==> src/rtl/mem_port_arbiter.sv <==
// mem_port_arbiter: shares one external memory port between the core's
// instruction-fetch requester and its data (load/store) requester.
// One transaction at a time. Data requests win over fetch, except that a
// streak counter forces a fetch grant after STREAK_MAX consecutive data
// grants issued while fetch was waiting.
module mem_port_arbiter #(
  parameter int unsigned STREAK_MAX = 4
) (
  input  logic        clk,
  input  logic        reset,
  // fetch requester
  input  logic        i_valid,
  input  logic [63:0] i_addr,
  output logic        i_data_ok,
  output logic [31:0] i_rdata,
  // data requester
  input  logic        d_valid,
  input  logic [63:0] d_addr,
  input  logic [2:0]  d_size,
  input  logic [7:0]  d_strobe,
  input  logic [63:0] d_wdata,
  output logic        d_data_ok,
  output logic [63:0] d_rdata,
  // memory port
  output logic        m_valid,
  output logic        m_is_write,
  output logic [2:0]  m_size,
  output logic [63:0] m_addr,
  output logic [7:0]  m_strobe,
  output logic [63:0] m_wdata,
  input  logic        m_ready,
  input  logic        m_last,
  input  logic [63:0] m_rdata
);

  localparam logic [1:0] IDLE   = 2'd0;
  localparam logic [1:0] I_BUSY = 2'd1;
  localparam logic [1:0] D_BUSY = 2'd2;

  localparam logic [3:0] STREAK_LIM = 4'(STREAK_MAX);

  logic [1:0]  state_r;
  logic [1:0]  state_next_s;
  logic [3:0]  streak_r;
  logic        grant_i_s;
  logic        grant_d_s;
  logic        done_s;

  logic        m_valid_r;
  logic        m_is_write_r;
  logic [2:0]  m_size_r;
  logic [63:0] m_addr_r;
  logic [7:0]  m_strobe_r;
  logic [63:0] m_wdata_r;

  // Arbitration in IDLE: data first unless fetch has waited out a full streak.
  always_comb begin
    grant_i_s = 1'b0;
    grant_d_s = 1'b0;
    if (state_r == IDLE) begin
      if (d_valid && !(i_valid && (streak_r == STREAK_LIM))) begin
        grant_d_s = 1'b1;
      end else if (i_valid) begin
        grant_i_s = 1'b1;
      end else begin
        grant_i_s = 1'b0;
      end
    end else begin
      grant_i_s = 1'b0;
      grant_d_s = 1'b0;
    end
  end

  // A transaction finishes on the final beat; beats in IDLE are ignored.
  always_comb begin
    done_s = 1'b0;
    if (state_r != IDLE) begin
      done_s = m_ready && m_last;
    end else begin
      done_s = 1'b0;
    end
  end

  // Next-state selection for the grant/busy FSM.
  always_comb begin
    state_next_s = state_r;
    case (state_r)
      IDLE: begin
        if (grant_d_s) begin
          state_next_s = D_BUSY;
        end else if (grant_i_s) begin
          state_next_s = I_BUSY;
        end else begin
          state_next_s = IDLE;
        end
      end
      I_BUSY, D_BUSY: begin
        if (done_s) begin
          state_next_s = IDLE;
        end else begin
          state_next_s = state_r;
        end
      end
      default: state_next_s = IDLE;
    endcase
  end

  // FSM state and the registered memory request; fields are frozen while busy.
  always_ff @(posedge clk) begin
    if (reset) begin
      state_r      <= IDLE;
      m_valid_r    <= 1'b0;
      m_is_write_r <= 1'b0;
      m_size_r     <= 3'd0;
      m_addr_r     <= 64'd0;
      m_strobe_r   <= 8'd0;
      m_wdata_r    <= 64'd0;
    end else begin
      state_r   <= state_next_s;
      m_valid_r <= (state_next_s == I_BUSY) || (state_next_s == D_BUSY);
      if (grant_d_s) begin
        m_is_write_r <= |d_strobe;
        m_size_r     <= d_size;
        m_addr_r     <= d_addr;
        m_strobe_r   <= d_strobe;
        m_wdata_r    <= d_wdata;
      end else if (grant_i_s) begin
        m_is_write_r <= 1'b0;
        m_size_r     <= 3'b010;
        m_addr_r     <= i_addr;
        m_strobe_r   <= 8'd0;
        m_wdata_r    <= 64'd0;
      end
    end
  end

  // Streak of data grants issued while fetch waits; cleared once fetch is
  // served or is no longer asking.
  always_ff @(posedge clk) begin
    if (reset) begin
      streak_r <= 4'd0;
    end else if (state_r == IDLE) begin
      if (!i_valid || grant_i_s) begin
        streak_r <= 4'd0;
      end else if (grant_d_s && (streak_r < STREAK_LIM)) begin
        streak_r <= streak_r + 4'd1;
      end
    end
  end

  // Completion pulses and read data, gated to zero outside the owner's pulse.
  always_comb begin
    i_data_ok = 1'b0;
    d_data_ok = 1'b0;
    i_rdata   = 32'd0;
    d_rdata   = 64'd0;
    if (done_s && (state_r == I_BUSY)) begin
      i_data_ok = 1'b1;
      i_rdata   = m_addr_r[2] ? m_rdata[63:32] : m_rdata[31:0];
    end else if (done_s && (state_r == D_BUSY)) begin
      d_data_ok = 1'b1;
      d_rdata   = m_rdata;
    end else begin
      i_data_ok = 1'b0;
      d_data_ok = 1'b0;
    end
  end

  assign m_valid    = m_valid_r;
  assign m_is_write = m_is_write_r;
  assign m_size     = m_size_r;
  assign m_addr     = m_addr_r;
  assign m_strobe   = m_strobe_r;
  assign m_wdata    = m_wdata_r;

endmodule

==> config.mk <==
export PLATFORM = sky130hd
export DESIGN_NAME = mem_port_arbiter
export DESIGN_NICKNAME = d
export VERILOG_FILES = /design/src/rtl/mem_port_arbiter.sv
export SDC_FILE = /design/constraint.sdc
export NUM_CORES = 1
export LEC_CHECK = 0
export ABC_CLOCK_PERIOD_IN_PS = 3400
export CAP_MARGIN = 20
export CELL_PAD_IN_SITES_DETAIL_PLACEMENT = 0
export CELL_PAD_IN_SITES_GLOBAL_PLACEMENT = 1
export CORE_AREA = 5 5 195 197
export CTS_CLUSTER_DIAMETER = 80
export DETAILED_ROUTE_END_ITERATION = 7
export DIE_AREA = 0 0 200 202
export GPL_ROUTABILITY_DRIVEN = 0
export PLACE_DENSITY_LB_ADDON = 0.12
export SYNTH_ARGS = -nofsm -noshare
export SYNTH_HDL_FRONTEND = slang
export SYNTH_SLANG_ARGS = --single-unit
==> constraint.sdc <==
create_clock -name clk -period 3.4 [get_ports clk]
set_input_delay 0.51 -clock clk [delete_from_list [all_inputs] [get_ports clk]]
set_output_delay 0.51 -clock clk [all_outputs]
set_load 0.05 [all_outputs]
==> impl_metrics.csv <==
group,metric,value,unit
placed_design,dp_hpwl,29400,um
detailed_routing,via_per_inst,4.52,
cts,cts_resized,0,
cells_and_area,nNetsFinal,1630,
yosys,synth_top_family_by_area,"simple AND/OR/NAND/NOR gates",
sta,drv_slew,0,
power,ir_worst_vdd,242,uV
sta,worst_pin_slew,795,ps
yosys,synth.distinct_cells,33,
detailed_routing,drc_errors,0,
yosys,synthAdderAreaFrac,0.0107,
cts,post_cts_buffers,0,
sta,setup_tns,0,ps
detailed_routing,drtAntennaViolNets,0,
worst_setup_path,reg2reg_depth,7,
floorplanning,die_area,40400,sq um
yosys,yosysWarnings,0,
yosys,synth.net_count,1178,
yosys,post_synth.cell_area_avg,7.80,sq um
cts,cts_root_buf,"clkbuf_16",
yosys,syn_area,7010,sq um
sta,rsz0062_at_grt,"false",
yosys,synth-compound-area-share,0.146,
floorplanning,rows,70,
cts,htree_levels,4,
worst_setup_path,critPathMaxFanout,65,
cts,clock_path_buffers,2,
worst_setup_path,crit_start,"state_r[1]",
yosys,ys_seq_elements,147,
yosys,synth_xor_area_frac,0,
power,p_leak,5.14,nW
cells_and_area,drive_above_1_share,0.111,
cells_and_area,area_growth,100,%
worst_setup_path,worst-setup-path-type,"flip-flop to output port",
global_routing,antenna_found_initial,8,
yosys,netlist_instances,899,
floorplanning,core,36100,sq um
detailed_routing,totalWireLength,38500,um
worst_setup_path,arrival,2610,ps
yosys,ys_seq_area_frac,0.420,
sta,finalHoldViolations,0,
floorplanning,die_width,200,um
sta,fmax,321,MHz
worst_setup_path,cp-end-kind,"output port",
worst_setup_path,endpoint,"d_rdata[45]",
cells_and_area,fin_cells,1838,
placed_design,placement.io_buffers,511,
sta,setup_viol,0,
yosys,synth_edf_count,0,
cts,holdBufCountCts,0,
floorplanning,ioPinCount,512,
global_routing,grt_max_degree,77,
yosys,yosysTopAreaCell,"dfxtp_1",
cts,cts.sinks,147,
yosys,synthSimpleGateAreaFrac,0.307,
global_routing,grt_usage,0.183,
detailed_routing,drt-pass1-iter-count,4,
yosys,ys.flop_type,"dfxtp_1",
sta,fin_crit_sh,0.917,
detailed_routing,drt_iter0_markers,310,
cts,cts_made_buffers,17,
floorplanning,initial_utilization,0.194,
placed_design,dp_cells,1800,
power,powerDensity,407,nW/um^2
worst_setup_path,worstSetupStartpointType,"flip-flop",
global_routing,grt-ovfl-total,0,
yosys,synth_top_area_frac,0.420,
sta,fin_skew,13.8,ps
detailed_routing,routedWlPerCell,21.0,um
cts,clk_latency,430,ps
min_path,hold_class,"flip-flop to flip-flop",
floorplanning,die_h,202,um
cts,path_clk_slew,70,ps
worst_setup_path,r2r_slack,910,ps
detailed_routing,vias,8306,
sta,slew_headroom,0.470,
worst_setup_path,rr_endpoint,"m_wdata[6]",
yosys,synthMuxAreaShare,0.0457,
run,drv_cap,0,
cts,cts_tree,"built",
sta,period_needed,3120,ps
global_routing,first_global_vias,8781,
yosys,synthArstFlopShare,0,
worst_setup_path,r2r_start,"state_r[0]",
worst_setup_path,cp.required,2890,ps
min_path,min-delay-start,"m_wdata[35]",
global_routing,grt_pass1_wl,56200,um
yosys,yosys-top-cells-area,"dfxtp_1 42%, nand3_1 10%, a311oi_1 8.0%, nand2_1 7.5%, and2_1 5.7%",
run_status,status,"completed",
## per-layer routing
metal	global-route usage	wire (um)	part of all wire
met5	0	54	0.0014
met4	0.0580	877	0.023
met3	0.0698	3540	0.092
met2	0.338	20600	0.53
met1	0.188	13500	0.35
## synthesized netlist by cell type (2+ instances only)
cell / instances
a21oi_1: 78
a311oi_1: 64
a31oi_1: 2
and2_1: 64
and3_1: 3
buf_2: 35
buf_4: 9
buf_6: 6
clkbuf_1: 36
clkbuf_2: 6
dfxtp_1: 147
ha_1: 6
inv_1: 6
mux2i_1: 32
nand2_1: 140
nand3_1: 143
nand3b_1: 2
nor2_1: 101
nor3_1: 2
nor3b_1: 2
nor4_1: 2
o21ai_0: 2
## layout make-up
class | count | area, sq um
Antenna cell | 6 | 15.0
Clock buffer | 21 | 460
Clock inverter | 11 | 151
Fill cell | 3715 | 22100
Inverter | 6 | 22.5
Multi-Input combinational cell | 654 | 3600
Sequential cell | 147 | 2940
Tap cell | 468 | 586
Timing Repair Buffer | 525 | 6260
## layout by cell type (no fill, tap or decap), drive strengths merged, types with 7 or more instances in the layout
cell,instances
dfxtp,147
inv,7
a21oi,78
nand3,144
a311oi,64
nor2,101
clkdlybuf4s50,411
buf,114
mux2i,32
and2,64
clkbuf,21
nand2,141
## state kept, by name, indices dropped and copies added, names as in the netlist
name / count
m_addr: 64
m_is_write: 1
m_size: 3
m_strobe: 8
m_valid: 1
m_wdata: 64
state_r: 2
streak_r: 4
## critical path: stages, from the launching register on
cell	delay [ps]
dfxtp_1	380
inv_1	100
ha_4	310
nand3b_1	270
nor3b_2	200
buf_4	450
and2_1	280
buf_12	150
## where the power goes
| group | leakage (nW) | internal [W] | switching, W | total, W |
|---|---|---|---|---|
| Combinational | 3.64 | 0.000706 | 0.00105 | 0.00176 |
| Clock | 0.286 | 0.00120 | 0.000812 | 0.00201 |
| Sequential | 1.21 | 0.00187 | 0.0000819 | 0.00195 |
## kinds of logic (layout without fill, tap and decap cells)
| group | Yosys count | count (layout) |
|---|---|---|
| buffers and inverters | 98 | 563 |
| other | 0 | 6 |
| adder cells (fa/ha/maj) | 6 | 6 |
| multiplexers | 32 | 32 |
| flip-flops | 147 | 147 |
| AND/OR/NAND/NOR | 464 | 464 |
| AO/OA/AOI/OAI | 152 | 152 |
## worst min-delay path by stage
stage	cells past startpoint	to
4_1_cts	2	m_wdata[49]
3_5_place_dp	2	m_wdata[49]
5_1_grt	2	m_wdata[45]
3_3_place_gp	2	m_wdata[15]
2_1_floorplan	2	streak_r[0]
6_report	2	m_wdata[35]
## through the flow
step	power, W	area, sq um	util	hold slack (ps)	worst slack [ps]
2_1_floorplan	0.00295	7010	-	475	756
5_1_grt	0.00598	14000	0.389	480	67.4
6_report	0.00572	14000	0.389	466	283
3_5_place_dp	0.00376	13400	0.371	459	655
3_3_place_gp	0.00377	13400	0.371	453	680
4_1_cts	0.00583	14000	0.388	468	251
No activity file was read; power rests on OpenSTA's default activity.
